--- src/rtl/hss_pkg.sv ---
// Shared definitions for the signal-processing chain: sample and index widths,
// peak-detector FSM state encoding and the peak-event record stored in the FIFO.
package hss_pkg;

    localparam int DATA_W = 16;
    localparam int IDX_W  = 16;

    typedef enum logic [1:0] {
        IDLE    = 2'd0,
        TRACK   = 2'd1,
        REFRACT = 2'd2
    } pd_state_t;

    // One detected peak: saturated magnitude and the index of its sample.
    typedef struct packed {
        logic [DATA_W-2:0] amp;
        logic [IDX_W-1:0]  idx;
    } peak_evt_t;

endpackage

--- src/rtl/peak_fifo.sv ---
// Peak-event FIFO. A pop and a push in the same cycle both complete, even
// when the FIFO is full. A push into a full FIFO without a pop is ignored
// here; the parent decides what that means. DEPTH must be a power of two.
module peak_fifo #(
    parameter int W     = 31,
    parameter int DEPTH = 4
) (
    input  logic         CLK,
    input  logic         RST,
    input  logic         push,
    input  logic [W-1:0] push_data,
    input  logic         pop,
    output logic         full,
    output logic         empty,
    output logic [W-1:0] head
);

    localparam int PTR_W = (DEPTH > 1) ? $clog2(DEPTH) : 1;
    localparam int CNT_W = $clog2(DEPTH + 1);

    logic [W-1:0]     mem_r [DEPTH];
    logic [PTR_W-1:0] wr_ptr_r;
    logic [PTR_W-1:0] rd_ptr_r;
    logic [CNT_W-1:0] count_r;
    logic             push_ok_s;
    logic             pop_ok_s;

    assign full  = (count_r == CNT_W'(DEPTH));
    assign empty = (count_r == {CNT_W{1'b0}});
    assign head  = mem_r[rd_ptr_r];

    // Accept decisions: a pop frees the slot a simultaneous push needs.
    always_comb begin
        pop_ok_s  = pop && !empty;
        push_ok_s = push && (!full || pop_ok_s);
    end

    // Storage, pointers and occupancy count.
    always_ff @(posedge CLK) begin
        if (RST) begin
            wr_ptr_r <= {PTR_W{1'b0}};
            rd_ptr_r <= {PTR_W{1'b0}};
            count_r  <= {CNT_W{1'b0}};
            for (int i = 0; i < DEPTH; i++) begin
                mem_r[i] <= {W{1'b0}};
            end
        end else begin
            if (push_ok_s) begin
                mem_r[wr_ptr_r] <= push_data;
                wr_ptr_r        <= wr_ptr_r + PTR_W'(1);
            end
            if (pop_ok_s) begin
                rd_ptr_r <= rd_ptr_r + PTR_W'(1);
            end
            case ({push_ok_s, pop_ok_s})
                2'b10:   count_r <= count_r + CNT_W'(1);
                2'b01:   count_r <= count_r - CNT_W'(1);
                default: count_r <= count_r;
            endcase
        end
    end

endmodule

--- src/rtl/peak_detector.sv ---
// Peak detector: registers the saturated magnitude of each filtered sample,
// tracks pulses above a threshold, records the largest magnitude (earliest
// index on ties) when the pulse falls below the exit level, then ignores a
// programmable number of samples. Events are queued in peak_fifo.
// Optional feature: define PEAK_DET_HYST_EN to lower the exit level to
// threshold - HYST (saturating at 0); otherwise the exit level is threshold.
module peak_detector #(
    parameter int DATA_W     = hss_pkg::DATA_W,
    parameter int IDX_W      = hss_pkg::IDX_W,
    parameter int FIFO_DEPTH = 4,
    parameter int HYST       = 64
) (
    input  logic                     CLK,
    input  logic                     RST,
    input  logic                     in_valid,
    input  logic signed [DATA_W-1:0] data,
    input  logic        [DATA_W-2:0] threshold,
    input  logic        [IDX_W-1:0]  refractory,
    output logic                     peak_valid,
    input  logic                     peak_ready,
    output logic        [DATA_W-2:0] peak_amp,
    output logic        [IDX_W-1:0]  peak_idx,
    output logic                     ovf,
    input  logic                     ovf_clr
);

    import hss_pkg::*;

    localparam logic [DATA_W-1:0] MOST_NEG = {1'b1, {(DATA_W-1){1'b0}}};

    // Stage 1: magnitude register
    logic [DATA_W-2:0] abs_s;
    logic [DATA_W-2:0] s1_abs_r;
    logic [IDX_W-1:0]  s1_idx_r;
    logic              s1_valid_r;
    logic [IDX_W-1:0]  idx_r;

    // Tracking FSM
    pd_state_t         state_r;
    logic [DATA_W-2:0] max_r;
    logic [IDX_W-1:0]  max_idx_r;
    logic [IDX_W-1:0]  refr_cnt_r;
    logic [DATA_W-2:0] exit_lvl_s;
    logic              push_r;
    peak_evt_t         evt_r;

    // FIFO side
    peak_evt_t         head_s;
    logic              full_s;
    logic              empty_s;
    logic              pop_s;
    logic              drop_s;

    // Saturated magnitude: the most negative code has no positive twin.
    always_comb begin
        abs_s = {(DATA_W-1){1'b0}};
        if (data == MOST_NEG) begin
            abs_s = {(DATA_W-1){1'b1}};
        end else if (data[DATA_W-1]) begin
            abs_s = (~data[DATA_W-2:0]) + (DATA_W-1)'(1);
        end else begin
            abs_s = data[DATA_W-2:0];
        end
    end

    // Capture magnitude and index of each accepted sample; the index wraps.
    always_ff @(posedge CLK) begin
        if (RST) begin
            s1_valid_r <= 1'b0;
            s1_abs_r   <= {(DATA_W-1){1'b0}};
            s1_idx_r   <= {IDX_W{1'b0}};
            idx_r      <= {IDX_W{1'b0}};
        end else begin
            s1_valid_r <= in_valid;
            if (in_valid) begin
                s1_abs_r <= abs_s;
                s1_idx_r <= idx_r;
                idx_r    <= idx_r + IDX_W'(1);
            end
        end
    end

`ifdef PEAK_DET_HYST_EN
    localparam logic [DATA_W-2:0] HYST_L = (DATA_W-1)'(HYST);

    // Exit level sits HYST below the threshold, never below zero.
    always_comb begin
        exit_lvl_s = {(DATA_W-1){1'b0}};
        if (threshold >= HYST_L) begin
            exit_lvl_s = threshold - HYST_L;
        end else begin
            exit_lvl_s = {(DATA_W-1){1'b0}};
        end
    end
`else
    // Without hysteresis the pulse ends as soon as it drops below threshold.
    always_comb begin
        exit_lvl_s = threshold;
    end
`endif

    // Pulse tracking FSM; it advances only on stage-1 valid samples and
    // registers one event record per finished pulse.
    always_ff @(posedge CLK) begin
        if (RST) begin
            state_r    <= IDLE;
            max_r      <= {(DATA_W-1){1'b0}};
            max_idx_r  <= {IDX_W{1'b0}};
            refr_cnt_r <= {IDX_W{1'b0}};
            push_r     <= 1'b0;
            evt_r      <= '0;
        end else begin
            push_r <= 1'b0;
            if (s1_valid_r) begin
                case (state_r)
                    IDLE: begin
                        if (s1_abs_r >= threshold) begin
                            state_r   <= TRACK;
                            max_r     <= s1_abs_r;
                            max_idx_r <= s1_idx_r;
                        end
                    end
                    TRACK: begin
                        if (s1_abs_r < exit_lvl_s) begin
                            push_r    <= 1'b1;
                            evt_r.amp <= max_r;
                            evt_r.idx <= max_idx_r;
                            if (refractory == {IDX_W{1'b0}}) begin
                                state_r <= IDLE;
                            end else begin
                                state_r    <= REFRACT;
                                refr_cnt_r <= refractory;
                            end
                        end else if (s1_abs_r > max_r) begin
                            max_r     <= s1_abs_r;
                            max_idx_r <= s1_idx_r;
                        end
                    end
                    REFRACT: begin
                        if (refr_cnt_r <= IDX_W'(1)) begin
                            state_r <= IDLE;
                        end else begin
                            refr_cnt_r <= refr_cnt_r - IDX_W'(1);
                        end
                    end
                    default: state_r <= IDLE;
                endcase
            end
        end
    end

    assign pop_s  = !empty_s && peak_ready;
    assign drop_s = push_r && full_s && !pop_s;

    // Sticky overflow flag; a drop in the same cycle as a clear keeps it set.
    always_ff @(posedge CLK) begin
        if (RST) begin
            ovf <= 1'b0;
        end else if (drop_s) begin
            ovf <= 1'b1;
        end else if (ovf_clr) begin
            ovf <= 1'b0;
        end
    end

    peak_fifo #(
        .W     ($bits(peak_evt_t)),
        .DEPTH (FIFO_DEPTH)
    ) u_fifo (
        .CLK       (CLK),
        .RST       (RST),
        .push      (push_r),
        .push_data (evt_r),
        .pop       (pop_s),
        .full      (full_s),
        .empty     (empty_s),
        .head      (head_s)
    );

    assign peak_valid = !empty_s;
    assign peak_amp   = head_s.amp;
    assign peak_idx   = head_s.idx;

endmodule

--- config.mk ---
export PLATFORM = sky130hd
export DESIGN_NAME = peak_detector
export DESIGN_NICKNAME = d
export VERILOG_FILES = /design/src/rtl/hss_pkg.sv /design/src/rtl/peak_fifo.sv /design/src/rtl/peak_detector.sv
export SDC_FILE = /design/constraint.sdc
export NUM_CORES = 1
export LEC_CHECK = 0
export BUFFER_PORTS_ARGS = -buffer_cell sky130_fd_sc_hd__buf_2
export CORE_MARGIN = 5
export CORE_UTILIZATION = 54
export CTS_CLUSTER_DIAMETER = 200
export DETAILED_ROUTE_END_ITERATION = 8
export PLACE_DENSITY_LB_ADDON = 0.2
export SLEW_MARGIN = 20
export SYNTH_ARGS = -nofsm -noshare
export SYNTH_HDL_FRONTEND = slang
export SYNTH_SLANG_ARGS = --single-unit
export TNS_END_PERCENT = 1
--- constraint.sdc ---
create_clock -name CLK -period 3.9 [get_ports CLK]
set_clock_uncertainty 0.15 [all_clocks]
set_input_delay 0.195 -clock CLK [delete_from_list [all_inputs] [get_ports CLK]]
set_output_delay 0.195 -clock CLK [all_outputs]
set_load 0.01 [all_outputs]
==> flow_metrics.tcl, run 1 <==
set metrics [dict create \
    ir_drop_v 0.000316 \
    ios 85 \
    grt_pass1_vias 7965 \
    gp_congestion 0.858 \
    clkTransAtPathRegs_ns 0.06 \
    period_share_pct 73.5 \
    crit_arrival_ns 3.10 \
    cp_max_fo 31 \
    synth_top_family_by_area "simple AND/OR/NAND/NOR gates" \
    use_met1_pct 27.4 \
    via_count 8124 \
    grt_busiest_layer "met2" \
    drcViolationCount 0 \
    tightest_slew_ns 0.971 \
    cts_setup_buffers 0 \
    setup.worst_path.class "reg2reg" \
    clockBufferDepth 3 \
    clock-sinks 263 \
    die_x_um 160 \
    fillers 1823 \
    synthMuxAreaShare_pct 12.5 \
    async_reset_ff_share_pct 0 \
    dpl.hpwl_um 15100 \
    crit_cells 8 \
    synthCells 1125 \
    synth_nets 1213 \
    initial_core_util_pct 54.3 \
    path_cells "ha_1 -> a21oi_1 -> nand2_1 -> a221oi_1 -> nand2_1 -> o211a_1 -> buf_4 -> mux2i_1" \
    start_kind "register" \
    finalMaxSlewViolations 0 \
    grt_max_degree 102 \
    crit_required_ns 4.13 \
    setup_slack_ns 1.04 \
    status "completed" \
    post-place-cells 1444 \
    most-common-layout-cells "nor2_1, dfxtp_1, edfxtp_1" \
    final_nets 1312 \
    first_pass_iters 4 \
    grt_pass1_wl_um 40600 \
    synth_ff_type "dfxtp_1" \
    max_cap_violations 0 \
    fmax_mhz 349 \
    cts_made_buffers 27 \
    cts_tree "yes" \
    r2r_cells 8 \
    cpPeakStageDelay_ns 0.51 \
    yosys_register_bits 263 \
    synth_compound_area_share_pct 6.54 \
    hold_viol 0 \
    dieArea_um2 25700 \
    synth-xor-area-share_pct 2.44 \
    synthDistinctLibCells 49 \
    relSlewSlack_pct 35.2 \
    crit_family "compound AO/OA/AOI/OAI gates" \
    areaGrowthSynthToFinish_pct 15.4 \
    clk_latency_ns 0.53 \
    critPathBufInv 1 \
    hold_path.class "in2reg" \
    ys_seq_area_share_pct 53.4 \
    drt-total-wl_um 24000 \
    p_leak_uw 0.00563 \
    globalRouteTotalUtil_pct 19.0 \
    syn_area_um2 12200 \
    whs_path_depth 3 \
    yosys_warnings 0 \
    drive_gt1_share_pct 15.8 \
    vias_per_cell 5.31 \
    antenna_left 0 \
    port_buffers 84 \
    p_per_area_nw_per_um2 417 \
    layout.cells.non_filler 1530 \
    drt_iter0_drc 425 \
    grt_use_met3_pct 2.81 \
    synth_simple_gate_area_share_pct 17.1 \
    row_count 55 \
    setup_viol 0 \
    ctsResizeCount 0 \
    antenna_found_initial 0 \
    finalSetupTns_ns 0 \
    htreeDepth 1 \
    rsz0062_at_grt "false" \
    hold_buffers 36 \
    drt-wirelength-per-cell_um 15.7 \
    grt_use_met2_pct 30.8 \
    critPathMostFrequentCell "nand2_1" \
    die_h_um 160 \
    synthAdderAreaFrac_pct 3.76 \
    slowest_stage "a221oi_1" \
    place_ws_ns 1.04 \
    synth_edf_count 124 \
    clockRootBuffer "clkbuf_16" \
    min_period_ns 2.86 \
    grt_overflow_total 0 \
    syn_area_per_cell_um2 10.8 \
    antenna_cells 0 \
    layout_commonest_cell "nor2_1" \
    core_area_um2 22400 \
    cp-end-kind "register" \
]
[sequential cells by signal (all words and copies together), names as in the netlist, named ones only]
signal           cells
s1_abs_r            15
u_fifo.mem_r       124
s1_valid_r           1
max_r               15
idx_r               16
u_fifo.wr_ptr_r      2
max_idx_r           16
evt_r               31
push_r               1
s1_idx_r            16
refr_cnt_r          16
u_fifo.rd_ptr_r      2
u_fifo.count_r       3
ovf                  1
state_r              2
[through the flow]
step	power, uW	util (%)	instance area [um2]	hold WS [ns]
5_1_grt	6090	62.7	14100	0.0790
2_1_floorplan	3290	-	12200	0.206
4_1_cts	5920	62.7	14100	0.0214
3_3_place_gp	3400	57.2	12800	0.309
6_report	5860	62.7	14100	0.0451
3_5_place_dp	3410	57.2	12800	0.311
[cell usage after synthesis (11+ instances only)]
cell type  instances  share of area (%)
a21oi_1           32                1.3
and2_1            33                1.7
buf_1             11               0.34
clkbuf_1          50                1.5
dfxtp_1          139                 23
edfxtp_1         124                 31
ha_1              35                3.6
inv_1             73                2.2
mux2i_1           82                6.7
mux4_2            31                5.7
nand2_1           67                2.1
nand2b_1          72                3.7
nand3_1           11               0.45
nand3b_1          12               0.74
nor2_1           172                5.3
nor3_1            11               0.45
nor4_1            11               0.57
o21ai_0           32                1.3
xor2_1            26                1.9
[worst reg2reg max path: stages (launching register included)]
cell and delay, ns:
dfxtp_1 0.39, ha_1 0.28, a21oi_1 0.15, nand2_1 0.07, a221oi_1 0.51, nand2_1 0.39, o211a_1 0.32, buf_4 0.28
mux2i_1 0.19
[worst paths after layout]
path / startpoint / to / slack [ns]
min: data[15] / s1_abs_r[1] / 0.05
max reg2reg: s1_abs_r[13] / max_idx_r[14] / 1.04
max: s1_abs_r[13] / max_idx_r[14] / 1.04
min reg2reg: s1_idx_r[9] / max_idx_r[9] / 0.32
[report_power, final]
part / leakage [uW] / switching, uW / internal (uW)
sequential: 0.00238 / 37.5 / 2950
combinational: 0.00284 / 210 / 172
clock: 0.000416 / 1030 / 1460
[area by class of cell]
class / count / area (um2) / share of cell area, %
multi-input combinational: 727 / 5190 / 36.9
clock inverter: 22 / 183 / 1.30
tap: 285 / 357 / 2.54
timing repair buffer: 132 / 873 / 6.21
clock buffer: 28 / 679 / 4.83
inverter: 73 / 274 / 1.95
sequential: 263 / 6510 / 46.3
[cells by family after synthesis]
group / after synthesis
AND/OR/NAND/NOR: 427
flip-flops: 263
buffers and inverters: 135
AO/OA/AOI/OAI: 117
multiplexers: 113
adder cells (fa/ha/maj): 36
XOR/XNOR: 34
[layer usage]
layer	vias to the layer above	share of wire, %
li1	4129	-
met1	3793	48
met3	31	4.7
met4	0	1.5
met5	-	0
met2	171	46
Power figures use the tool's default switching activity.
==> run 2, diff against run 1 <==
Clock period 3.9 ns to 2.4 ns, I/O delays scaled along.
==> flow_metrics.tcl, run 2 (synthesized netlist as in run 1, its figures left out) <==
set metrics [dict create \
    grt_pass1_vias 8515 \
    gp_congestion 0.862 \
    drive_gt1_share_pct 20.8 \
    cp_max_fo 2 \
    setup_slack_ns 0.0301 \
    violations "hold timing" \
    port_buffers 84 \
    most-common-layout-cells "nor2_1, dfxtp_1, edfxtp_1" \
    ios 85 \
    grt_busiest_layer "met2" \
    clk_latency_ns 0.52 \
    p_leak_uw 0.00593 \
    drcViolationCount 0 \
    crit_arrival_ns 2.66 \
    hold_viol 1 \
    timing.hold.ws_ns -0.00517 \
    ir_drop_v 0.000521 \
    start_kind "register" \
    via_count 8432 \
    placed_cell_area_um2 13200 \
    clock-sinks 263 \
    drt-wirelength-per-cell_um 15.6 \
    grt_max_degree 86 \
    rsz0062_at_grt "true" \
    clockBufferDepth 3 \
    max_cap_violations 0 \
    areaGrowthSynthToFinish_pct 21.1 \
    regMostFlops "u_fifo.mem_r" \
    antenna_found_initial 0 \
    crit_required_ns 2.69 \
    hold_path.class "in2reg" \
    cts_tree "yes" \
    clkTransAtPathRegs_ns 0.06 \
    p_per_area_nw_per_um2 666 \
    finalMaxSlewViolations 0 \
    drt-total-wl_um 24700 \
    min_period_ns 2.37 \
    final_nets 1363 \
    initial_core_util_pct 54.3 \
    reg_top3 "u_fifo.mem_r x124, evt_r x31" \
    use_met1_pct 26.3 \
    antenna_cells 0 \
    fin_area_um2 14700 \
    clockRootBuffer "clkbuf_16" \
    setup.worst_path.class "reg2reg" \
    grt_pass1_wl_um 41700 \
    relSlewSlack_pct 35.8 \
    period_share_pct 98.7 \
    cts_made_buffers 27 \
    drt_iter0_drc 396 \
    setup_viol 0 \
    htreeDepth 1 \
    grt_overflow_total 0 \
    antenna_left 0 \
    status "finished, violations left" \
    grt_use_met2_pct 32.8 \
    core_area_um2 22400 \
    dpl.hpwl_um 15800 \
    finish.utilization_pct 65.7 \
    largest_reg_flops 124 \
    cp-end-kind "register" \
    place_ws_ns -0.0613 \
    vias_per_cell 5.34 \
    globalRouteTotalUtil_pct 19.2 \
    die_h_um 160 \
    row_count 55 \
    tightest_slew_ns 0.964 \
    fmax_mhz 422 \
    first_pass_iters 5 \
    dieArea_um2 25700 \
    layout_commonest_cell "nor2_1" \
    die_x_um 160 \
    grt_use_met3_pct 3.05 \
]
## run 2: worst max-delay path, cell delays in order (launching register included)
cell     delay, ns
dfxtp_1       0.33
nor4b_4       0.29
buf_4         0.15
nor2b_1       0.05
inv_1         0.10
ha_2          0.19
inv_1         0.05
fa_1          0.37
xor2_1        0.16
or3_1         0.30
a21oi_1       0.16
## run 2: stage by stage
step	TNS, ns	instances	power [uW]	hold slack [ns]
after floorplan	-30.09	1125	5340	0.131
after global placement	-0.113	1483	5580	0.257
after detailed placement	-0.349	1483	5590	0.263
after CTS	0	1575	9870	0.0230
after global routing	-0.396	1580	10200	0.0412
final	0	1580	9830	-0.00517
## run 2: final timing paths
path / from / to / slack (ns) / cells past startpoint
max: u_fifo.count_r[0] / u_fifo.count_r[2] / 0.03 / 10
min: data[15] / s1_abs_r[14] / -0.005 / 3
max reg2reg: u_fifo.count_r[0] / u_fifo.count_r[2] / 0.03 / 10
min reg2reg: max_idx_r[14] / max_idx_r[14] / 0.32 / 2
## run 2: timing repair
action                                  in CTS  in global routing
endpoints found under the setup margin       8                 81
endpoints found under the hold margin       49                  0
gates resized for setup                      4                 28
pin swaps                                    1                  7
gates cloned                                 0                  0
hold buffers                                43                  0
buffers inserted                             0                  6
## run 2: routing by layer
metal  vias to the layer above  part of all wire, %  wire, um
met1                      4005                   46     11300
met5                         -                    0         0
met3                        24                  4.9      1210
met4                         0                  1.3       310
met2                       180                   48     11800
li1                       4223                    -         -
## run 2: area by class of cell
cell class                      instances  area (um2)
Tap cell                              285         357
Clock buffer                           29         683
Timing Repair Buffer                  183        1360
Multi-Input combinational cell        727        5330
Fill cell                            1716        7690
Clock inverter                         20         224
Sequential cell                       263        6510
Inverter                               73         274
## run 2: power breakdown
group | leakage, uW | switching [uW] | internal, uW
Sequential | 0.00238 | 48.4 | 4800
Clock | 0.000431 | 1730 | 2500
Combinational | 0.00312 | 387 | 361
